==> config.mk <==
export PLATFORM = sky130hd
export DESIGN_NAME = mul8_err_monitor_flat
export DESIGN_NICKNAME = d
export VERILOG_FILES = /design/src/rtl/mul8_err_monitor_if.sv /design/src/rtl/mul8_err_monitor.sv /design/src/flat_wrapper.sv
export SDC_FILE = /design/constraint.sdc
export NUM_CORES = 1
export LEC_CHECK = 0
export ABC_AREA = 1
export BUFFER_PORTS_ARGS = -buffer_cell sky130_fd_sc_hd__buf_4
export CAP_MARGIN = 20
export CORE_MARGIN = 4
export CORE_UTILIZATION = 60
export DETAILED_ROUTE_END_ITERATION = 12
export PLACE_DENSITY = 0.85
export SYNTH_ARGS = -nofsm -noshare
export SYNTH_HDL_FRONTEND = slang
export SYNTH_SLANG_ARGS = --single-unit
==> constraint.sdc <==
create_clock -name clk -period 14.63 [get_ports clk]
set_input_delay 0.7315 -clock clk [delete_from_list [all_inputs] [get_ports clk]]
set_output_delay 0.7315 -clock clk [all_outputs]
set_load 0.02 [all_outputs]
==> src/rtl/mul8_err_monitor_if.sv <==
// Sample bus between an 8x8 multiplier under test and its error monitor.
// The producer drives operands, approximate product and valid; the monitor
// answers with ready.
interface mul8_err_monitor_if;
  logic        in_valid;
  logic        in_ready;
  logic [7:0]  A;
  logic [7:0]  B;
  logic [15:0] P;

  modport master (output in_valid, A, B, P, input in_ready);
  modport slave  (input in_valid, A, B, P, output in_ready);
endinterface

==> src/rtl/mul8_err_monitor.sv <==
// Error-statistics monitor for an 8x8 approximate multiplier.
// A 3-stage pipe captures each sample (S1), computes the exact product and
// the absolute error (S2), then folds it into saturating run statistics (S3).
module mul8_err_monitor #(
  parameter int unsigned N_SAMPLES = 65536,
  parameter int unsigned ACC_W     = 32
) (
  input  logic                  clk,
  input  logic                  rst_n,
  input  logic                  start,
  mul8_err_monitor_if.slave     smp,
  output logic                  busy,
  output logic                  done,
  output logic [ACC_W-1:0]      sum_abs_err,
  output logic [15:0]           wce,
  output logic [7:0]            wce_a,
  output logic [7:0]            wce_b,
  output logic [ACC_W-1:0]      err_cnt,
  output logic [ACC_W-1:0]      sample_cnt
);

  localparam logic [ACC_W-1:0] N_CNT  = ACC_W'(N_SAMPLES);
  localparam logic [ACC_W-1:0] N_LAST = ACC_W'(N_SAMPLES - 1);

  typedef enum logic [1:0] {S_IDLE, S_RUN, S_DRAIN, S_DONE} state_t;

  state_t state_q, state_d;

  // vld_q[0]: S1 holds a sample, vld_q[1]: S2 holds a sample
  logic [1:0]       vld_q, vld_d;
  logic [7:0]       a1_q, a1_d, b1_q, b1_d;
  logic [15:0]      p1_q, p1_d;
  logic [7:0]       a2_q, a2_d, b2_q, b2_d;
  logic [15:0]      err2_q, err2_d;
  logic [ACC_W-1:0] sum_q, sum_d;
  logic [15:0]      wce_q, wce_d;
  logic [7:0]       wce_a_q, wce_a_d, wce_b_q, wce_b_d;
  logic [ACC_W-1:0] err_cnt_q, err_cnt_d;
  logic [ACC_W-1:0] sample_cnt_q, sample_cnt_d;

  logic             xfer;
  logic [15:0]      exact;
  logic [ACC_W:0]   sum_ext;

  // start takes priority over a sample offered in the same cycle
  assign smp.in_ready = (state_q == S_RUN) && (sample_cnt_q < N_CNT) && !start;
  assign xfer         = smp.in_valid && smp.in_ready;

  assign busy        = (state_q == S_RUN) || (state_q == S_DRAIN);
  assign done        = (state_q == S_DONE);
  assign sum_abs_err = sum_q;
  assign wce         = wce_q;
  assign wce_a       = wce_a_q;
  assign wce_b       = wce_b_q;
  assign err_cnt     = err_cnt_q;
  assign sample_cnt  = sample_cnt_q;

  // Run control: leave DRAIN once S1 is empty, the last sample is then in S2
  // and lands in the statistics on the same edge that raises done.
  always_comb begin
    state_d = state_q;
    if (start) begin
      state_d = S_RUN;
    end else begin
      case (state_q)
        S_RUN:   if (xfer && (sample_cnt_q == N_LAST)) state_d = S_DRAIN;
        S_DRAIN: if (!vld_q[0]) state_d = S_DONE;
        default: ;
      endcase
    end
  end

  // Pipeline and accumulators; start flushes the pipe and clears the stats
  always_comb begin
    vld_d        = {vld_q[0], xfer};
    a1_d         = a1_q;
    b1_d         = b1_q;
    p1_d         = p1_q;
    a2_d         = a2_q;
    b2_d         = b2_q;
    err2_d       = err2_q;
    sum_d        = sum_q;
    wce_d        = wce_q;
    wce_a_d      = wce_a_q;
    wce_b_d      = wce_b_q;
    err_cnt_d    = err_cnt_q;
    sample_cnt_d = sample_cnt_q;

    exact   = {8'd0, a1_q} * {8'd0, b1_q};
    sum_ext = {1'b0, sum_q} + {{(ACC_W-15){1'b0}}, err2_q};

    // S1: capture the offered sample; the count moves now so in_ready
    // drops right after the final transfer
    if (xfer) begin
      a1_d         = smp.A;
      b1_d         = smp.B;
      p1_d         = smp.P;
      sample_cnt_d = sample_cnt_q + 1'b1;
    end

    // S2: absolute error via ordered subtraction, never wraps
    if (vld_q[0]) begin
      a2_d   = a1_q;
      b2_d   = b1_q;
      err2_d = (exact >= p1_q) ? (exact - p1_q) : (p1_q - exact);
    end

    // S3: saturating sums; strict compare keeps the earliest worst case
    if (vld_q[1]) begin
      sum_d = sum_ext[ACC_W] ? '1 : sum_ext[ACC_W-1:0];
      if ((err2_q != 16'd0) && (err_cnt_q != '1)) err_cnt_d = err_cnt_q + 1'b1;
      if (err2_q > wce_q) begin
        wce_d   = err2_q;
        wce_a_d = a2_q;
        wce_b_d = b2_q;
      end
    end

    if (start) begin
      vld_d        = '0;
      sum_d        = '0;
      wce_d        = '0;
      wce_a_d      = '0;
      wce_b_d      = '0;
      err_cnt_d    = '0;
      sample_cnt_d = '0;
    end
  end

  // State register
  always_ff @(posedge clk or negedge rst_n) begin
    if (!rst_n) state_q <= S_IDLE;
    else        state_q <= state_d;
  end

  // Datapath and statistics registers
  always_ff @(posedge clk or negedge rst_n) begin
    if (!rst_n) begin
      vld_q        <= '0;
      a1_q         <= '0;
      b1_q         <= '0;
      p1_q         <= '0;
      a2_q         <= '0;
      b2_q         <= '0;
      err2_q       <= '0;
      sum_q        <= '0;
      wce_q        <= '0;
      wce_a_q      <= '0;
      wce_b_q      <= '0;
      err_cnt_q    <= '0;
      sample_cnt_q <= '0;
    end else begin
      vld_q        <= vld_d;
      a1_q         <= a1_d;
      b1_q         <= b1_d;
      p1_q         <= p1_d;
      a2_q         <= a2_d;
      b2_q         <= b2_d;
      err2_q       <= err2_d;
      sum_q        <= sum_d;
      wce_q        <= wce_d;
      wce_a_q      <= wce_a_d;
      wce_b_q      <= wce_b_d;
      err_cnt_q    <= err_cnt_d;
      sample_cnt_q <= sample_cnt_d;
    end
  end

endmodule

==> src/flat_wrapper.sv <==
// flat-port wrapper written by rule: the top's interface ports become plain ports
module mul8_err_monitor_flat 
#(
  parameter int unsigned N_SAMPLES = 65536,
  parameter int unsigned ACC_W     = 32
)
  (clk, rst_n, start, busy, done, sum_abs_err, wce, wce_a, wce_b, err_cnt, sample_cnt, smp_in_valid, smp_A, smp_B, smp_P, smp_in_ready);
  mul8_err_monitor_if smp_i ();
  input  logic clk;
  input  logic rst_n;
  input  logic start;
  output logic busy;
  output logic done;
  output logic [ACC_W-1:0] sum_abs_err;
  output logic [15:0] wce;
  output logic [7:0] wce_a;
  output logic [7:0] wce_b;
  output logic [ACC_W-1:0] err_cnt;
  output logic [ACC_W-1:0] sample_cnt;
  input wire logic [$bits(smp_i.in_valid)-1:0] smp_in_valid;
  input wire logic [$bits(smp_i.A)-1:0] smp_A;
  input wire logic [$bits(smp_i.B)-1:0] smp_B;
  input wire logic [$bits(smp_i.P)-1:0] smp_P;
  output wire logic [$bits(smp_i.in_ready)-1:0] smp_in_ready;
  assign smp_i.in_valid = smp_in_valid;
  assign smp_i.A = smp_A;
  assign smp_i.B = smp_B;
  assign smp_i.P = smp_P;
  assign smp_in_ready = smp_i.in_ready;
  mul8_err_monitor #(.N_SAMPLES(N_SAMPLES), .ACC_W(ACC_W)) u_core (.clk(clk), .rst_n(rst_n), .start(start), .smp(smp_i), .busy(busy), .done(done), .sum_abs_err(sum_abs_err), .wce(wce), .wce_a(wce_a), .wce_b(wce_b), .err_cnt(err_cnt), .sample_cnt(sample_cnt));
endmodule
==> results.cfg, run 1 <==
[route]
vias = 14800
drc_errors = 0
wirelength_um = 40910
first_pass_iters = 6
ant_nets = 0
routed_via_density = 5.471
wl_per_cell_um = 15.12
drt_iter0_drc = 1355

[sta]
finalSetupViolCount = 0
finalHoldViolCount = 0
final.period_utilization = 0.4213
fin_skew_ps = 18.99
tightest_slew_ps = 1109
max-slew-margin-rel = 0.2592
rsz0062_at_grt = false
fin_tns_setup_ps = 0
drv_slew = 0
fmax_mhz = 162.2
min_period_ps = 6163

[yosys]
synth-simple-area-share = 0.3525
muxShareOfSynthArea = 0
synth_xor_area_frac = 0.04219
synth_adder_area_share = 0.1355
synth-compound-area-share = 0.04471
synth_seq_area_share = 0.3192
synth-seq-cells = 196
synth_cell_types = 44
syn_nets = 2427
syn_inst = 2248
avgSynthCellArea_um2 = 6.834
ys_warn_count = 0
syn-cell-area_um2 = 15360
synth_top_family_by_area = simple AND/OR/NAND/NOR gates

[clock_network]
clock_sinks = 196
cts_made_buffers = 17
clk_latency_ps = 450
cts_tree = yes
cts_hold_buf = 0
clk_pin_slew_ps = 90
post_cts_buffers = 0
htreeDepth = 4
clk_path_buf_depth = 2
cts-root-buf = clkbuf_16
cts_resized = 0

[cells_and_area]
diodes = 0
area_delta_synth_final_pct = 13.19
layout_common_cells = nand2_1 (798), inv_1 (323), nor2_1 (234), dfrtp_1 (196), buf_4 (173)
final_common_cell = nand2_1
postLayoutCellArea_um2 = 17390
finish.utilization = 0.6906
fillers = 2115
nets = 2541
drive_above_1_share = 0.1023

[critical_path]
cpMostUsedCell = nand2_1
start_kind = flip-flop
setup.worst_path.class = flip-flop to flip-flop
worstSetupEndpointType = flip-flop
cp_max_fo = 16
cp.arrival_ps = 6530
ff2ff_setup_slack_ps = 8470
critPathRequiredTime_ps = 15000
max_stage_delay_ps = 560
cpMaxStageDelayCell = fa_1

[grt]
grt_pass1_wl_um = 68700
grt_pass1_vias = 14037
grt_max_degree = 116
track_usage = 0.2903
antenna_found_initial = 0
grt_remaining_overflow = 0

[place]
hpwl_um = 31050
place_congestion = 0.9636
numPortBuffers = 166
place_area_um2 = 16710

[job]
maxCapViolCount = 0

[floorplan]
start_util = 0.6101
die_y_um = 168.0
io-pin-count = 167
rows = 58
dieArea_um2 = 28230
core_um2 = 25180
die_x_um = 168.0

[status]
outcome = finished clean

[hold_path]
min_path_type = primary input to async pin
[routing by layer]
metal | global-route usage | wire, um | vias up
li1 | - | - | 7198
met1 | 0.3991 | 17440 | 6917
met2 | 0.4878 | 19540 | 601
met3 | 0.03029 | 2738 | 84
met4 | 0.08892 | 1198 | 0
met5 | 0 | 0 | -
[logic make-up after synthesis]
group           Yosys count
xor+xnor                 74
buf+inv                 410
fa+ha+maj               143
compound gates          126
flops                   196
simple gates           1299
[registers in the layout (all words and copies together), names as in the netlist]
signal and flops:
u_core.b2_q 8, u_core.b1_q 8, u_core.err2_q 16, u_core.state_q 2
u_core.a2_q 8, u_core.a1_q 8, u_core.err_cnt 32, u_core.sample_cnt 32
u_core.wce_a 8, u_core.wce 16, u_core.sum_abs_err 32, u_core.vld_q 2
u_core.wce_b 8, u_core.p1_q 16
[through the flow]
step                      worst slack (ps)  instances  hold slack [ps]
final                                 8467       2705            411.9
after global routing                  7899       2705            493.8
after detailed placement              8507       2672            459.1
after CTS                             8450       2704            459.1
after global placement                8716       2672            455.0
after floorplan                       9181       2248            435.9
[critical path, delay by kind of cell (launching register included)]
family	cells	cell delay, ps
compound gates	3	570
fa+ha+maj	6	2900
buf+inv	3	160
flops	1	530
simple gates	15	1900
[synth_stat cells (all sizes together)]
| cell type | instances | area (um2) |
|---|---|---|
| dfrtp | 196 | 4905 |
| nand3b | 3 | 22.52 |
| nand4 | 64 | 415.4 |
| o2111ai | 1 | 8.760 |
| fa | 39 | 780.8 |
| ha | 104 | 1301 |
| nor3b | 3 | 22.52 |
| nand3 | 143 | 715.7 |
| o22ai | 1 | 6.260 |
| and2 | 3 | 18.77 |
| clkbuf | 48 | 186.4 |
| clkinv | 2 | 7.510 |
| a22o | 1 | 8.760 |
| a21oi | 76 | 391.6 |
| a31oi | 3 | 18.77 |
| nand2 | 810 | 3085 |
| a21o | 2 | 15.01 |
| nor4 | 6 | 52.55 |
| xnor2 | 26 | 227.7 |
| nor3 | 26 | 155.1 |
| inv | 328 | 1231 |
| buf | 32 | 201.5 |
| xor2 | 48 | 420.4 |
| o21bai | 3 | 22.52 |
| o21ai | 33 | 168.9 |
| o31ai | 5 | 37.54 |
| a31o | 1 | 8.760 |
| nand2b | 1 | 6.260 |
| nor2 | 240 | 920.9 |
[path summary, 6_finish.rpt]
| kind | startpoint | endpoint | depth (start not counted) |
|---|---|---|---|
| setup / recovery | u_core.b1_q[7]$_DFFE_PN0P_ | u_core.err2_q[3]$_DFFE_PN0P_ | 27 |
| max in group asynchronous | rst_n | u_core.vld_q[1]$_DFF_PN0_ | 3 |
| hold / removal | rst_n | u_core.sum_abs_err[22]$_DFFE_PN0P_ | 1 |
| setup reg to reg | u_core.b1_q[7]$_DFFE_PN0P_ | u_core.err2_q[3]$_DFFE_PN0P_ | 27 |
| hold reg to reg | u_core.b2_q[0]$_DFFE_PN0P_ | u_core.b2_q[0]$_DFFE_PN0P_ | 2 |
| min in group clk | u_core.b2_q[0]$_DFFE_PN0P_ | u_core.b2_q[0]$_DFFE_PN0P_ | 2 |
[layout make-up]
cell class                      count  area [um2]  area share
Clock buffer                       17       425.4     0.02446
Clock inverter                     15       224.0     0.01288
Inverter                          330        1239     0.07123
Multi-Input combinational cell   1642        8843      0.5086
Sequential cell                   196        4905      0.2821
Tap cell                          330       412.9     0.02374
Timing Repair Buffer              175        1340     0.07706
Power of run 1 is left out: the tool's default activity adds up to more than one toggle a clock period on the data nets, which glitch-free logic cannot reach.
==> run 2, diff against run 1 <==
Settings changed: ABC_AREA 1 to 0, CORE_UTILIZATION 60 to 54, PLACE_DENSITY 0.85 to 0.82.
Clock period 14.63 ns to 5.1 ns, I/O delays scaled along.
==> run 2 against run 1 <==
  * The flow now finishes with violations (negative setup slack)
  * Non-clock buffer count increased by 121
  * Die area shrank 4.8%
  * Fmax increased by 0.99%
  * Cell count is 26% lower
  * Global-route usage decreased by 3.3 points
  * Critical path depth shrank 2
  * Register-to-register slack worse by 9500 ps
  * Critical path type unchanged
==> results.cfg, run 2 <==
[yosys]
synth_seq_area_share = 0.3736
synth-seq-cells = 196
synth-simple-area-share = 0.1857
ys.flop_type = dfrtp_1
synth_top_area_frac = 0.3736
synth_top_family_by_area = simple AND/OR/NAND/NOR gates
synth_area_leaders = dfrtp_1 (37%), ha_1 (9.9%), fa_1 (5.9%)
syn-cell-area_um2 = 13130
muxShareOfSynthArea = 0.04794
synth_async_sr_flop_share = 1.000
avgSynthCellArea_um2 = 9.337
synth_adder_area_share = 0.1586
synth_common_cells = dfrtp_1 (196), nor2_1 (142), nand2_1 (125), inv_1 (121), ha_1 (104)
synth_enable_flop_cells = 0
syn_inst = 1406
synth_xor_area_frac = 0.05137
yosysMostFrequentCell = dfrtp_1
yosys.area.top_type = dfrtp_1
syn_nets = 1585
synth_cell_types = 67
synth-compound-area-share = 0.1308
ys_warn_count = 0

[clock_network]
htreeDepth = 4
cts-root-buf = clkbuf_16
cts_made_buffers = 17
clk_latency_ps = 450
clock_sinks = 196
clk_path_buf_depth = 2
cts_tree = yes
clk_pin_slew_ps = 90

[grt]
grt_pass1_vias = 11330
antenna_found_initial = 0
grt_max_degree = 100
grt_pass1_wl_um = 56490
grt_remaining_overflow = 0
track_usage = 0.2576

[sta]
setup_slack_ps = -1003
min_period_ps = 6103
fmax_mhz = 163.9
drv_slew = 0
finalSetupViolCount = 15
tightest_slew_ps = 803.6
max-slew-margin-rel = 0.4643
finalHoldViolCount = 0
fin_skew_ps = 19.98
rsz0062_at_grt = true
final.period_utilization = 1.197

[critical_path]
start_kind = flip-flop
cp_max_fo = 4
reg2reg_to = u_core.err2_q[3]$_DFFE_PN0P_
r2r_start = u_core.b1_q[2]$_DFFE_PN0P_
critPathRequiredTime_ps = 5420
cp.arrival_ps = 6430
worstSetupEndpointType = flip-flop
setup.worst_path.class = flip-flop to flip-flop
ff2ff_setup_slack_ps = -1000
ff2ff_path_depth = 25

[cells_and_area]
layout_common_cells = buf_4 (281), dfrtp_1 (190), nor2_1 (138), nand2_1 (118), inv_1 (115)
postLayoutCellArea_um2 = 16660
seq_area_um2 = 4912
nets = 1842
diodes = 0
drive_above_1_share = 0.2607
multi_input_area_um2 = 7980
area_delta_synth_final_pct = 26.88
fillers = 1825
final_common_cell = buf_4

[floorplan]
core_um2 = 23680
die_y_um = 163.9
io-pin-count = 167
rows = 56
die_x_um = 163.9
start_util = 0.5543
dieArea_um2 = 26870

[route]
routed_via_density = 5.700
drc_errors = 0
ant_nets = 0
wl_per_cell_um = 17.50
wirelength_um = 34910
drt_iter0_drc = 967
vias = 11371
first_pass_iters = 6

[place]
numPortBuffers = 166
hpwl_um = 25620
place_area_um2 = 15530
place_ws_ps = -1174
place_congestion = 0.9113

[power_and_ir_drop]
power.density_nw_per_um2 = 573.1
ir_worst_vdd_uv = 487.5
power.leakage_nw = 8.415

[hold_path]
min_path_cells = 3
min_from = smp_B[7]
hold_path_end = u_core.b1_q[7]$_DFFE_PN0P_
min_path_type = primary input to flip-flop

[status]
outcome = finished with violations
violations = negative setup slack

[job]
maxCapViolCount = 0
[run 2: cell count changes after synthesis, sizes merged, moves of 40 or more]
cell   delta
mux2i    +40
and2     +59
nor2     -98
nand4    -44
inv     -207
nand2   -685
nand3   -115
[run 2: power breakdown]
part	leakage [nW]	internal, mW	switching (mW)	total [mW]
clock network	0.301	0.680	0.721	1.40
logic	5.52	3.02	3.16	6.18
registers	2.60	1.73	0.232	1.96
total	8.41	5.43	4.12	9.55
[run 2: layout make-up]
type                    count  area share
clock inverters            15     0.01142
multi-input cells        1031      0.4791
inverters                 121     0.02727
repair buffers            296      0.1378
clock buffers              17     0.02554
well taps                 319     0.02396
flip-flops and latches    196      0.2949
[run 2: worst max-delay path by stage]
stage,startpoint,endpoint,slack [ps],cells past startpoint
3_3_place_gp,u_core.a1_q[3]$_DFFE_PN0P_,u_core.err2_q[3]$_DFFE_PN0P_,-1010,21
3_5_place_dp,u_core.b1_q[2]$_DFFE_PN0P_,u_core.err2_q[3]$_DFFE_PN0P_,-1170,23
2_1_floorplan,u_core.b1_q[5]$_DFFE_PN0P_,u_core.err2_q[3]$_DFFE_PN0P_,-880,22
6_report,u_core.b1_q[2]$_DFFE_PN0P_,u_core.err2_q[3]$_DFFE_PN0P_,-1000,25
4_1_cts,u_core.b1_q[2]$_DFFE_PN0P_,u_core.err2_q[3]$_DFFE_PN0P_,-1010,22
5_1_grt,u_core.a1_q[2]$_DFFE_PN0P_,u_core.err2_q[3]$_DFFE_PN0P_,-1200,24
[run 2: cells by family after synthesis]
family                     count (synthesis)
and+or+nand+nor                          498
AOI/OAI and AO/OA                        253
DFF                                      196
buffers and inverters                    179
adders and majority gates                143
xor gates and xnor gates                  77
muxes                                     60
[run 2: critical path, cell delays in order (launching register included)]
cell and delay (ps):
dfrtp_2 440, buf_6 120, buf_6 110, and2_4 150, fa_2 450, ha_4 280, inv_2 30, fa_1 480
fa_1 510, inv_2 50, ha_4 220, nor2b_4 120, o21a_1 180, o22a_1 230, a211o_1 340, nor2_2 150
xnor2_1 80, ha_1 390, and3_4 230, nand2_4 70, nor2_4 40, o21a_1 120, or4_4 540, a311oi_2 290
xnor2_1 90, mux2_4 250
[run 2: timing repair]
item	CTS	global route
hold buffers	3	0
resized for setup	43	29
pin swaps	57	23
hold endpoints to repair	99	0
setup endpoints to repair	15	15
buffers inserted	14	6
[run 2: through the flow]
stage          utilization  power (mW)  hold slack (ps)  TNS, ps  std cells
2_1_floorplan            -       5.428           -40.59    -8106       1406
3_3_place_gp        0.6556       7.217            399.5   -13070       1940
3_5_place_dp        0.6556       7.341            401.8   -15030       1940
4_1_cts             0.6951       9.153           0.3353   -13160       1989
5_1_grt             0.7033       10.19            11.99   -15790       1995
6_report            0.7033       9.546            13.42   -12500       1995
[run 2: routing by layer]
layer	track usage	share of wire	routed length, um	vias to the layer above
met5	0	0	0	-
met4	0.08730	0.026	893	0
met3	0.03789	0.058	2013	63
met2	0.4327	0.50	17310	411
met1	0.3436	0.42	14690	5540
li1	-	-	-	5357
Note: power is estimated with default switching activity, not from simulation.
